===== src/rtl/uv_rst_gen.sv =====
// uv_rst_gen: reset generator and sequencer.
// Merges the power-on reset with synchronous reset requests into a single
// reset event, stretches the event to a minimum width, then releases the
// active-low stage resets one at a time in index order, STAGE_GAP cycles apart.
// A sticky cause register records which sources have triggered a reset.
//
// Handshake note: there is no valid/ready interface here. req_i is a
// level-sensitive request sampled on every rising edge, and cause_clr is a
// single-cycle pulse that is also sampled on every edge.
//
// state_o is a debug view of the sequencer state:
// 0 = HOLD, 1 = RELEASE, 2 = RUN.
module uv_rst_gen #(
    parameter int SRC_NUM     = 4,
    parameter int HOLD_CYCLES = 16,
    parameter int STAGE_NUM   = 3,
    parameter int STAGE_GAP   = 8
) (
    input  logic                 clk,
    input  logic                 rst,
    input  logic [SRC_NUM-1:0]   req_i,
    input  logic [SRC_NUM-1:0]   req_mask,
    input  logic                 cause_clr,
    output logic [STAGE_NUM-1:0] rst_out_n,
    output logic                 busy,
    output logic [SRC_NUM:0]     rst_cause,
    output logic [1:0]           state_o
);

    // Counter widths. The gap and stage counters need at least one bit even
    // when their parameter is 1.
    localparam int HW = $clog2(HOLD_CYCLES);
    localparam int GW = (STAGE_GAP > 1) ? $clog2(STAGE_GAP) : 1;
    localparam int SW = (STAGE_NUM > 1) ? $clog2(STAGE_NUM) : 1;

    // Terminal counts for each counter.
    localparam logic [HW-1:0] HOLD_LAST  = HW'(HOLD_CYCLES - 1);
    localparam logic [GW-1:0] GAP_LAST   = GW'(STAGE_GAP - 1);
    localparam logic [SW-1:0] STAGE_LAST = SW'(STAGE_NUM - 1);

    // Sequencer states.
    localparam logic [1:0] ST_HOLD    = 2'd0;
    localparam logic [1:0] ST_RELEASE = 2'd1;
    localparam logic [1:0] ST_RUN     = 2'd2;

    logic [1:0]           state_q,     state_d;
    logic [HW-1:0]        hold_cnt_q,  hold_cnt_d;
    logic [GW-1:0]        gap_cnt_q,   gap_cnt_d;
    logic [SW-1:0]        stage_idx_q, stage_idx_d;
    logic [STAGE_NUM-1:0] rst_out_n_q, rst_out_n_d;
    logic                 busy_q,      busy_d;
    logic [SRC_NUM:0]     rst_cause_q, rst_cause_d;

    logic                 act;

    // An unmasked request is pending.
    assign act = |(req_i & ~req_mask);

    // Sequencer next state: hold stretch, staged release, and restart on request.
    always_comb begin
        state_d     = state_q;
        hold_cnt_d  = hold_cnt_q;
        gap_cnt_d   = gap_cnt_q;
        stage_idx_d = stage_idx_q;
        rst_out_n_d = rst_out_n_q;
        busy_d      = busy_q;

        case (state_q)
            ST_HOLD: begin
                if (act) begin
                    // A request keeps re-arming the minimum width.
                    hold_cnt_d = '0;
                end else if (hold_cnt_q == HOLD_LAST) begin
                    rst_out_n_d[0] = 1'b1;
                    gap_cnt_d      = '0;
                    if (STAGE_NUM == 1) begin
                        state_d = ST_RUN;
                        busy_d  = 1'b0;
                    end else begin
                        state_d     = ST_RELEASE;
                        stage_idx_d = SW'(1);
                    end
                end else begin
                    hold_cnt_d = hold_cnt_q + HW'(1);
                end
            end

            ST_RELEASE: begin
                if (act) begin
                    // Drop any partial release and start over from stage 0.
                    state_d     = ST_HOLD;
                    hold_cnt_d  = '0;
                    gap_cnt_d   = '0;
                    stage_idx_d = '0;
                    rst_out_n_d = '0;
                    busy_d      = 1'b1;
                end else if (gap_cnt_q == GAP_LAST) begin
                    for (int i = 0; i < STAGE_NUM; i++) begin
                        if (stage_idx_q == SW'(i)) begin
                            rst_out_n_d[i] = 1'b1;
                        end
                    end
                    gap_cnt_d = '0;
                    if (stage_idx_q == STAGE_LAST) begin
                        state_d     = ST_RUN;
                        busy_d      = 1'b0;
                        stage_idx_d = '0;
                    end else begin
                        stage_idx_d = stage_idx_q + SW'(1);
                    end
                end else begin
                    gap_cnt_d = gap_cnt_q + GW'(1);
                end
            end

            ST_RUN: begin
                if (act) begin
                    state_d     = ST_HOLD;
                    hold_cnt_d  = '0;
                    gap_cnt_d   = '0;
                    stage_idx_d = '0;
                    rst_out_n_d = '0;
                    busy_d      = 1'b1;
                end
            end

            default: begin
                // An unreachable encoding is treated as a fresh reset event.
                state_d     = ST_HOLD;
                hold_cnt_d  = '0;
                gap_cnt_d   = '0;
                stage_idx_d = '0;
                rst_out_n_d = '0;
                busy_d      = 1'b1;
            end
        endcase
    end

    // Sticky cause bits. A set wins over a clear on the same edge, and the
    // POR bit can only be cleared here. It is set by rst alone.
    always_comb begin
        rst_cause_d                = rst_cause_q;
        rst_cause_d[SRC_NUM-1:0]   = (rst_cause_q[SRC_NUM-1:0] & ~{SRC_NUM{cause_clr}})
                                   | (req_i & ~req_mask);
        rst_cause_d[SRC_NUM]       = rst_cause_q[SRC_NUM] & ~cause_clr;
    end

    // Sequencer and cause registers, forced to the POR state asynchronously.
    always_ff @(posedge clk or posedge rst) begin
        if (rst) begin
            state_q     <= ST_HOLD;
            hold_cnt_q  <= '0;
            gap_cnt_q   <= '0;
            stage_idx_q <= '0;
            rst_out_n_q <= '0;
            busy_q      <= 1'b1;
            rst_cause_q <= {1'b1, {SRC_NUM{1'b0}}};
        end else begin
            state_q     <= state_d;
            hold_cnt_q  <= hold_cnt_d;
            gap_cnt_q   <= gap_cnt_d;
            stage_idx_q <= stage_idx_d;
            rst_out_n_q <= rst_out_n_d;
            busy_q      <= busy_d;
            rst_cause_q <= rst_cause_d;
        end
    end

    assign rst_out_n = rst_out_n_q;
    assign busy      = busy_q;
    assign rst_cause = rst_cause_q;
    assign state_o   = state_q;

endmodule


===== config.mk =====
export PLATFORM = sky130hd
export DESIGN_NAME = uv_rst_gen
export DESIGN_NICKNAME = d
export VERILOG_FILES = /design/src/rtl/uv_rst_gen.sv
export SDC_FILE = /design/constraint.sdc
export NUM_CORES = 1
export LEC_CHECK = 0
export ABC_AREA = 1
export CAP_MARGIN = 40
export CORE_ASPECT_RATIO = 0.7
export CORE_MARGIN = 8
export CORE_UTILIZATION = 35
export DETAILED_ROUTE_END_ITERATION = 16
export SYNTH_ARGS = -nofsm -noshare
export SYNTH_HDL_FRONTEND = slang
export SYNTH_SLANG_ARGS = --single-unit
export TNS_END_PERCENT = 10

===== constraint.sdc =====
create_clock -name clk -period 1.3 [get_ports clk]
set_input_delay 0.325 -clock clk [delete_from_list [all_inputs] [get_ports clk]]
set_output_delay 0.325 -clock clk [all_outputs]
set_load 0.005 [all_outputs]

==> out/metrics.yaml, run 1 <==
status: "finished, violations left"
violations: "negative setup slack"
dp.cells: 201
setup_ws_ns: -0.0443
pwr-share-comb_pct: 25.6
crit_fanout: 8
cts_made_buffers: 3
synthArstFlopShare_pct: 100
fill_cells: 269
synth_top_family_by_area: "simple AND/OR/NAND/NOR gates"
layout-drive-gt1-share_pct: 43.4
fin_nets: 191
clk_transition_reported_paths_ns: 0.07
drt_iter0_drc: 57
switchingPower_uw: 444
ys.flop_type: "dfrtp_1"
cts_tree: "built"
synth-simple-area-share_pct: 31.3
fp.dieArea_mm2: 0.00530
initial_core_util_pct: 36.1
synth_top_area_share_pct: 40.2
crit_start: "state_o[1]$_DFFE_PP0P_"
syn_area_mm2: 0.00112
hp-class: "in2reg"
pwr-share-seq_pct: 43.8
die_h_um: 63.4
synthMuxAreaShare_pct: 0.893
grt_pass1_vias: 950
crit_path_end_kind: "flop"
syn-num-nets: 150
cp-start-kind: "flop"
antenna_found_initial: 0
syn_inst: 133
grt_pass1_wl_mm: 4.40
finalCriticalPeriod_ns: 1.34
cap_viol_max_count: 0
synth_compound_area_share_pct: 8.04
crit_chain: "buf_6 -> inv_6 -> ha_4 -> inv_4 -> buf_6 -> nand2_4 -> nand2_8 -> nand2_4 -> nand2_2 -> nand2_2"
critPathTopFamily: "buffers and inverters"
synth_area_leader_cell: "dfrtp_1"
ir_drop_mv: 0.749
io_pins: 22
slowest_stage: "dfrtp_1"
clock_path_buffers: 2
worst_pin_slew_ns: 0.255
grt-ovfl-total: 0
drc: 0
rows: 17
maxClockFrequency_mhz: 744
syn_to_final_growth_pct: 55.8
design.core.area_mm2: 0.00311
ff2ff_path_depth: 10
die_w_um: 83.6
via_per_inst: 4.75
drt_wl_total_mm: 2.70
slowest_delay_ns: 0.37
yosysWarnings: 0
rrSetupSlack_ns: -0.04
vias: 1002
postCtsHoldBufs: 0
r2r-start: "state_o[1]$_DFFE_PP0P_"
num_antenna_cells: 0
final_max_slew_viol_count: 0
ys_ff_latch: 20
fin_cells: 211
synthTopCellsByArea: "dfrtp_1 40%, nand2_1 11%, inv_1 7.0%"
post-dp-hpwl_mm: 1.92
clkPwrFrac_pct: 30.6
synth_cell_types: 21
arrival_ns: 1.50
pre_cts_slack_ns: -0.446
portBuffers: 21
synth_fa_ha_area_share_pct: 6.70
grt_usage_pct: 9.92
ant_nets: 0
cp.depth: 10
drt-wirelength-per-cell_um: 12.8
grt_max_degree: 21
cts_sinks: 20
place.gp.congestion: 0.825
p_leak_nw: 0.900
worstReg2RegEnd: "stage_idx_q[1]$_DFFE_PP0P_"
synth_edf_count: 0
ys_seq_area_share_pct: 44.9
p_int_mw: 1.12
fin_skew_ns: 0.00205
synth_xor_area_share_pct: 0.781
crit_required_ns: 1.46
crit_buf_inv: 4
final-setup-viol-count: 10
ctsHtreeMaxLevel: 1
critPathCapture: "stage_idx_q[1]$_DFFE_PP0P_"
cts_root_buf: "clkbuf_8"
clkLatencyLatePin_ns: 0.26
first_pass_iters: 4
hold_violations: 0
rsz0062_at_grt: "true"
syn_area_per_cell_um2: 8.43
max_slew_margin_pct: 83.0
worstSetupPathType: "reg2reg"
p_sw_share_pct: 28.4
ys_top_cells_by_count: "32 x nand2_1, 21 x inv_1, 18 x dfrtp_1, 10 x nand3_1, 9 x o21ai_0"
synth.most_common_cell: "nand2_1"
cellPowerDensity_mw_per_mm2: 895
fin_crit_sh_pct: 103
-- metrics by stage --
stage	utilization [%]	TNS, ns	hold WS [ns]	area, µm²	power [mW]
floorplan	-	-0.00319	0.287	1120	0.870
global placement	47.0	-5.25	0.428	1460	1.01
CTS	50.0	-1.47	0.393	1550	1.52
global route	56.2	-1.09	0.342	1750	1.65
finish	56.2	-0.269	0.336	1750	1.56
detailed placement	47.0	-5.82	0.432	1460	1.02
-- placed cells by master (no fill, tap or decap), types with 2 or more instances in the layout --
cell	count
inv_2	3
ha_2	2
inv_1	15
dlygate4sd2_1	8
nand2_4	7
dfrtp_1	18
clkdlybuf4s50_1	2
nand3_2	5
a21oi_1	2
ha_4	4
inv_6	2
buf_6	3
o21ai_2	3
nand2_2	13
nand3_1	4
nor2_2	2
buf_4	12
dfstp_2	2
buf_2	2
o21ai_0	6
nand3_4	3
dlymetal6s2s_1	7
nor2_1	4
clkbuf_8	4
nand2_1	24
o21ai_1	5
-- flip-flops by register name, summed over array words and instances (netlist names) --
register / flops
rst_out_n: 3
rst_cause: 5
busy: 1
hold_cnt_q: 4
stage_idx_q: 2
gap_cnt_q: 3
state_o: 2
-- timing repair --
| action | in CTS | in global routing |
|---|---|---|
| pin swaps | 4 | 17 |
| buffers inserted | 2 | 4 |
| gates resized for setup | 34 | 47 |
| endpoints found under the setup margin | 26 | 16 |
-- power groups by stage --
stage | Combinational, mW | Clock (mW) | Sequential (mW)
global placement | 0.320 | 0 | 0.694
CTS | 0.335 | 0.501 | 0.682
floorplan | 0.174 | 0 | 0.696
global route | 0.443 | 0.517 | 0.689
finish | 0.400 | 0.479 | 0.685
detailed placement | 0.327 | 0 | 0.696
-- layer usage --
metal | track usage [%] | wire length (µm)
met1 | 12.7 | 1230
met2 | 14.3 | 1210
met3 | 4.62 | 242
met4 | 3.22 | 22
met5 | 0 | 0
-- logic make-up after synthesis --
logic type	count (synthesis)
xor gates and xnor gates	1
AOI/OAI and AO/OA	17
muxes	1
and+or+nand+nor	66
adders and majority gates	6
buffers and inverters	22
DFF	20
-- area by class of cell --
class	instances	area (µm²)	area share (%)
Timing Repair Buffer	36	337	19.3
Tap cell	38	47.5	2.72
Clock buffer	4	55.1	3.15
Inverter	22	96.3	5.52
Multi-Input combinational cell	91	708	40.5
Sequential cell	20	503	28.8
-- worst min-delay path by stage --
stage,from,end,slack [ns],depth (start not counted)
2_1_floorplan,rst,gap_cnt_q[0]$_DFFE_PP0P_,0.29,1
3_3_place_gp,rst_cause[4]$_DFF_PP1_,rst_cause[4]$_DFF_PP1_,0.43,2
3_5_place_dp,rst_cause[4]$_DFF_PP1_,rst_cause[4]$_DFF_PP1_,0.43,2
4_1_cts,rst,gap_cnt_q[2]$_DFFE_PP0P_,0.39,3
5_1_grt,req_i[2],rst_cause[2]$_DFF_PP0_,0.34,3
6_report,req_i[2],rst_cause[2]$_DFF_PP0_,0.34,3
-- worst register-to-register path, cell delays in order (launching register included) --
cell	delay [ns]
dfrtp_1	0.37
buf_6	0.14
inv_6	0.04
ha_4	0.16
inv_4	0.07
buf_6	0.13
nand2_4	0.07
nand2_8	0.11
nand2_4	0.06
nand2_2	0.06
nand2_2	0.04
No activity file was read; power rests on OpenSTA's default activity.
==> run 2: changes to the inputs <==
Clock period 1.3 ns to 1.1 ns, I/O delays scaled along.
==> run 2 against run 1 <==
  * Highest routed layer unchanged
  * Clock power grew 19%
  * The flow still finishes with violations (negative setup slack)
  * Die area unchanged
  * Register-to-register slack lost 0.18 ns
  * Cell area grew 5.7%
  * Fmax increased by 1.3%
==> out/metrics.yaml, run 2 (synthesis gave the netlist of run 1 again) <==
worstReg2RegEnd: "rst_out_n[0]$_DFFE_PP0P_"
crit_path_end_kind: "flop"
largest_register_ffs: 5  # unchanged
clk_transition_reported_paths_ns: 0.08  # about the same
design.core.area_mm2: 0.00311  # unchanged
cts_tree: "built"
rrSetupSlack_ns: -0.23  # -0.18 ns
cpMostUsedCell: "nand2_1"
hp-class: "in2async"
drc: 0  # unchanged
p_leak_nw: 0.870  # -3.2%
rsz0062_at_grt: "true"
crit_buf_inv: 4  # unchanged
arrival_ns: 1.49  # about the same
r2r-start: "state_o[1]$_DFFE_PP0P_"
layout-drive-gt1-share_pct: 50.8  # +7.5 points
slowest_delay_ns: 0.37  # about the same
fp.dieArea_mm2: 0.00530  # unchanged
final_common_cell: "nand2_1"
hold_violations: 0  # unchanged
worstSetupPathType: "reg2reg"
cp-start-kind: "flop"
cellPowerDensity_mw_per_mm2: 1030  # +16%
crit_chain: "buf_6 -> inv_6 -> ha_4 -> inv_6 -> buf_12 -> nand2_8 -> nand2_8 -> nand2_1 -> nand2_1 -> nand2_1"
fin_nets: 197  # +3.1%
fill_cells: 262  # -2.6%
postCtsHoldBufs: 0  # unchanged
layout_common_cells: "22 x nand2_1, 18 x dfrtp_1, 17 x buf_4"
final-setup-viol-count: 19  # +9
status: "finished, violations left"
ff2ff_path_depth: 10  # unchanged
grt_max_degree: 21  # unchanged
drt_wl_total_mm: 3.06  # +13%
crit_fanout: 8  # unchanged
cts_root_buf: "clkbuf_8"
die_w_um: 83.6  # unchanged
rows: 17  # unchanged
grt_pass1_vias: 1072  # +13%
die_h_um: 63.4  # unchanged
post-dp-hpwl_mm: 2.09  # +8.4%
clock_path_buffers: 2  # unchanged
cap_viol_max_count: 0  # unchanged
ant_nets: 0  # unchanged
syn_to_final_growth_pct: 64.7
num_antenna_cells: 0  # unchanged
grt-ovfl-total: 0  # unchanged
grt_pass1_wl_mm: 5.26  # +20%
cts_made_buffers: 3  # unchanged
fin_skew_ns: 0.00225  # +0.000201 ns
maxClockFrequency_mhz: 754  # +1.3%
place.gp.congestion: 0.827  # +0.23%
via_per_inst: 4.66  # -1.9%
critPathTopFamily: "flip-flops"
setup_ws_ns: -0.227  # -0.183 ns
cts_sinks: 20  # unchanged
first_pass_iters: 4  # unchanged
dp.cells: 208  # +3.5%
finalCriticalPeriod_ns: 1.33  # -0.0175 ns
final_max_slew_viol_count: 0  # unchanged
ir_drop_mv: 0.626  # -16%
ctsHtreeMaxLevel: 1  # unchanged
violations: "negative setup slack"
portBuffers: 21  # unchanged
crit_required_ns: 1.26  # -0.20 ns
vias: 1011  # +0.90%
drt-wirelength-per-cell_um: 14.1  # +10%
p_total_mw: 1.91  # +22%
antenna_found_initial: 0  # unchanged
initial_core_util_pct: 36.1  # unchanged
drt_iter0_drc: 38  # -33%
max_slew_margin_pct: 84.3  # +1.3 points
grt_usage_pct: 12.2  # +2.2 points
final-seq-area_um2: 503  # unchanged
clkLatencyLatePin_ns: 0.26  # about the same
fin_crit_sh_pct: 121  # +17 points
fin_cells: 217  # +2.8%
io_pins: 22  # unchanged
multi_input_area_um2: 782  # +10%
worst_pin_slew_ns: 0.235  # -0.0200 ns
slowest_stage: "dfrtp_1"
==> run 2: cell count changes in the layout (fill, tap and decap cells not counted), moves of 2 or more <==
| cell | before | now |
|---|---|---|
| buf_4 | 12 | 17 |
| buf_6 | 3 | 5 |
| clkbuf_2 | 1 | 6 |
| dlymetal6s2s_1 | 7 | 0 |
| inv_2 | 3 | 1 |
| nand2_1 | 24 | 22 |
| nor2_2 | 2 | 0 |
| nor2_4 | 1 | 3 |
==> run 2: cell type report <==
class,instances,area share [%]
clock buffers,4,2.98
inverters,22,5.69
multi-input cells,91,42.3
repair buffers,42,19.2
flip-flops and latches,20,27.2
well taps,38,2.57
==> run 2: worst max-delay path by stage <==
| stage | from | endpoint | slack (ns) | depth (start not counted) |
|---|---|---|---|---|
| after floorplan | state_o[1]$_DFFE_PP0P_ | hold_cnt_q[0]$_DFFE_PP0P_ | -0.14 | 6 |
| after global placement | req_mask[3] | stage_idx_q[0]$_DFFE_PP0P_ | -0.55 | 10 |
| after detailed placement | req_mask[3] | stage_idx_q[1]$_DFFE_PP0P_ | -0.63 | 10 |
| after CTS | state_o[0]$_DFFE_PP0P_ | state_o[0]$_DFFE_PP0P_ | -0.22 | 10 |
| after global routing | state_o[1]$_DFFE_PP0P_ | hold_cnt_q[2]$_DFFE_PP0P_ | -0.29 | 8 |
| final | state_o[1]$_DFFE_PP0P_ | rst_out_n[0]$_DFFE_PP0P_ | -0.23 | 10 |
==> run 2: what timing repair did <==
item / in CTS / in global routing
pin swaps: 21 / 6
gates resized for setup: 87 / 21
setup buffers: 3 / 2
endpoints found under the hold margin: 0 / 0
endpoints found under the setup margin: 26 / 24
==> run 2: power by group <==
group          switching (mW)  internal, mW  leakage (nW)  total, mW
Clock                   0.252         0.319        0.0288      0.571
Combinational           0.280         0.248         0.589      0.528
Sequential             0.0301         0.782         0.253      0.812
Total                   0.562          1.35         0.870       1.91
==> run 2: per-stage QoR <==
step           hold slack, ns  setup WS [ns]  instance area (µm²)  utilization, %  TNS, ns
2_1_floorplan           0.237         -0.136                 1150               -    -1.62
3_3_place_gp            0.426         -0.550                 1550            50.0    -8.39
3_5_place_dp            0.435         -0.628                 1550            50.0    -9.51
4_1_cts                 0.331         -0.222                 1790            57.8    -3.19
5_1_grt                 0.336         -0.291                 1850            59.5    -4.32
6_report                0.330         -0.227                 1850            59.5    -3.20
==> run 2: worst min-delay path, stage by stage <==
cell             delay [ns]
clkdlybuf4s50_1        0.40
inv_1                  0.09
buf_12                 0.17
==> run 2: per-layer routing <==
| metal | GRT usage, % | vias up | share of wire, % |
|---|---|---|---|
| li1 | - | 512 | - |
| met1 | 14.1 | 471 | 45 |
| met2 | 20.4 | 22 | 49 |
| met3 | 4.36 | 6 | 4.4 |
| met4 | 3.86 | 0 | 2.4 |
| met5 | 0 | - | 0 |
==> run 3: changes to the inputs <==
Settings changed: TNS_END_PERCENT 10 to 5.
==> run 3 against run 2 <==
  * The flow still finishes with violations (negative setup slack)
  * Via count decreased by 0.20%
  * Critical path type unchanged
  * Utilization down 0.24 points
  * Largest power group unchanged
  * Clock power is essentially flat
  * Register-to-register slack about the same
==> out/metrics.yaml, run 3 (synthesis gave the netlist of run 1 again) <==
cts_sinks: 20  # unchanged
ir_drop_mv: 0.625  # about the same
finalCriticalPeriod_ns: 1.33  # -0.00141 ns
cellPowerDensity_mw_per_mm2: 1040  # about the same
grt_pass1_vias: 1072  # unchanged
largest_register_ffs: 5  # unchanged
crit_fanout: 3  # -5
fin_nets: 196  # -0.51%
rsz0062_at_grt: "true"
die_w_um: 83.6  # unchanged
cp-start-kind: "flop"
rows: 17  # unchanged
final-setup-viol-count: 19  # unchanged
first_pass_iters: 4  # unchanged
die_h_um: 63.4  # unchanged
violations: "negative setup slack"
hold_violations: 0  # unchanged
p_leak_nw: 0.866  # -0.48%
arrival_ns: 1.49  # about the same
grt-ovfl-total: 0  # unchanged
drt_iter0_drc: 42  # +11%
layout_common_cells: "22 x nand2_1, 18 x dfrtp_1, 16 x inv_1, 16 x buf_4, 13 x nand2_2"
worst_pin_slew_ns: 0.235  # unchanged
fin_skew_ns: 0.00224  # -0.00000225 ns
cts_made_buffers: 3  # unchanged
layout-drive-gt1-share_pct: 50.6  # -0.28 points
design.core.area_mm2: 0.00311  # unchanged
crit_path_end_kind: "flop"
hp-class: "in2async"
fp.dieArea_mm2: 0.00530  # unchanged
initial_core_util_pct: 36.1  # unchanged
max_slew_margin_pct: 84.3  # unchanged
grt_max_degree: 21  # unchanged
worstSetupPathType: "reg2reg"
cts_root_buf: "clkbuf_8"
status: "finished, violations left"
post_dp_cell_area_mm2: 0.00155  # unchanged
cts_tree: "built"
ctsHtreeMaxLevel: 1  # unchanged
maxClockFrequency_mhz: 754  # +0.11%
design_area_mm2: 0.00184  # -0.41%
p_total_mw: 1.90  # -0.34%
grt_usage_pct: 12.2  # unchanged
final_common_cell: "nand2_1"
clkLatencyLatePin_ns: 0.26  # about the same
drt-wirelength-per-cell_um: 14.1  # about the same
pre_cts_slack_ns: -0.628  # unchanged
via_per_inst: 4.67  # +0.26%
drc: 0  # unchanged
ant_nets: 0  # unchanged
grt_pass1_wl_mm: 5.26  # unchanged
num_antenna_cells: 0  # unchanged
syn_to_final_growth_pct: 64.1
drt_wl_total_mm: 3.04  # -0.49%
setup_ws_ns: -0.225  # +0.00141 ns
multi_input_area_um2: 782  # unchanged
final-seq-area_um2: 503  # unchanged
antenna_found_initial: 0  # unchanged
cap_viol_max_count: 0  # unchanged
clk_transition_reported_paths_ns: 0.08  # about the same
vias: 1009  # -0.20%
postCtsHoldBufs: 0  # unchanged
fin_crit_sh_pct: 120  # -0.13 points
final_max_slew_viol_count: 0  # unchanged
post-dp-hpwl_mm: 2.09  # unchanged
fill_cells: 264  # +0.76%
crit_required_ns: 1.26  # about the same
clock_path_buffers: 2  # unchanged
place.gp.congestion: 0.827  # unchanged
portBuffers: 21  # unchanged
io_pins: 22  # unchanged
run 3: cell count changes in the layout (fill, tap and decap cells not counted), sizes merged:
cell / previous run / this run
buf: 26 / 25
run 3: area by class of cell:
type                       count  area share [%]
multi-input combinational     91            42.5
inverter                      22            5.71
tap                           38            2.59
clock buffer                   4            2.99
sequential                    20            27.3
timing repair buffer          41            18.8
run 3: worst max-delay path: stages, from the launching register on:
cell and delay [ns]:
dfrtp_1 0.39, ha_2 0.21, ha_4 0.16, inv_2 0.09
nand3_4 0.12, inv_4 0.10, nor2_4 0.04, nand2_1 0.07
nand2_2 0.05
run 3: where the power goes:
group	switching, mW	internal (mW)	leakage (nW)
clock	0.252	0.319	0.0288
sequential	0.0303	0.782	0.253
combinational	0.278	0.244	0.585
run 3: per-stage QoR:
stage	hold WS (ns)	TNS [ns]	instances	utilization (%)
finish	0.330	-3.21	216	59.2
global route	0.336	-4.36	216	59.2
CTS	0.331	-3.19	215	57.8
detailed placement	0.435	-9.51	208	50.0
global placement	0.426	-8.39	208	50.0
floorplan	0.237	-1.62	133	-
run 3: worst paths after layout:
check | startpoint | endpoint | slack, ns | depth (start not counted)
hold / removal | rst | rst_cause[1]$_DFF_PP0_ | 0.33 | 3
setup reg to reg | gap_cnt_q[0]$_DFFE_PP0P_ | stage_idx_q[0]$_DFFE_PP0P_ | -0.23 | 8
hold reg to reg | rst_cause[4]$_DFF_PP1_ | rst_cause[4]$_DFF_PP1_ | 0.45 | 2
setup / recovery | gap_cnt_q[0]$_DFFE_PP0P_ | stage_idx_q[0]$_DFFE_PP0P_ | -0.23 | 8
max in group asynchronous | rst | busy$_DFFE_PP1P_ | 0.56 | 3
min in group clk | req_i[3] | rst_cause[3]$_DFF_PP0_ | 0.39 | 3
run 3: layer usage:
layer / up-vias / global-route usage (%) / share of wire [%] / wire [µm]
met5: - / 0 / 0 / 0
met3: 6 / 4.36 / 4.4 / 134
met4: 0 / 3.86 / 2.4 / 73
met1: 472 / 14.1 / 44 / 1350
met2: 22 / 20.4 / 49 / 1490
li1: 509 / - / - / -
run 3: repair_timing:
action / 4_1_cts / 5_1_grt
pin swaps: 21 / 6
buffers inserted: 3 / 1
gates resized for setup: 87 / 21
endpoints found under the setup margin: 26 / 24
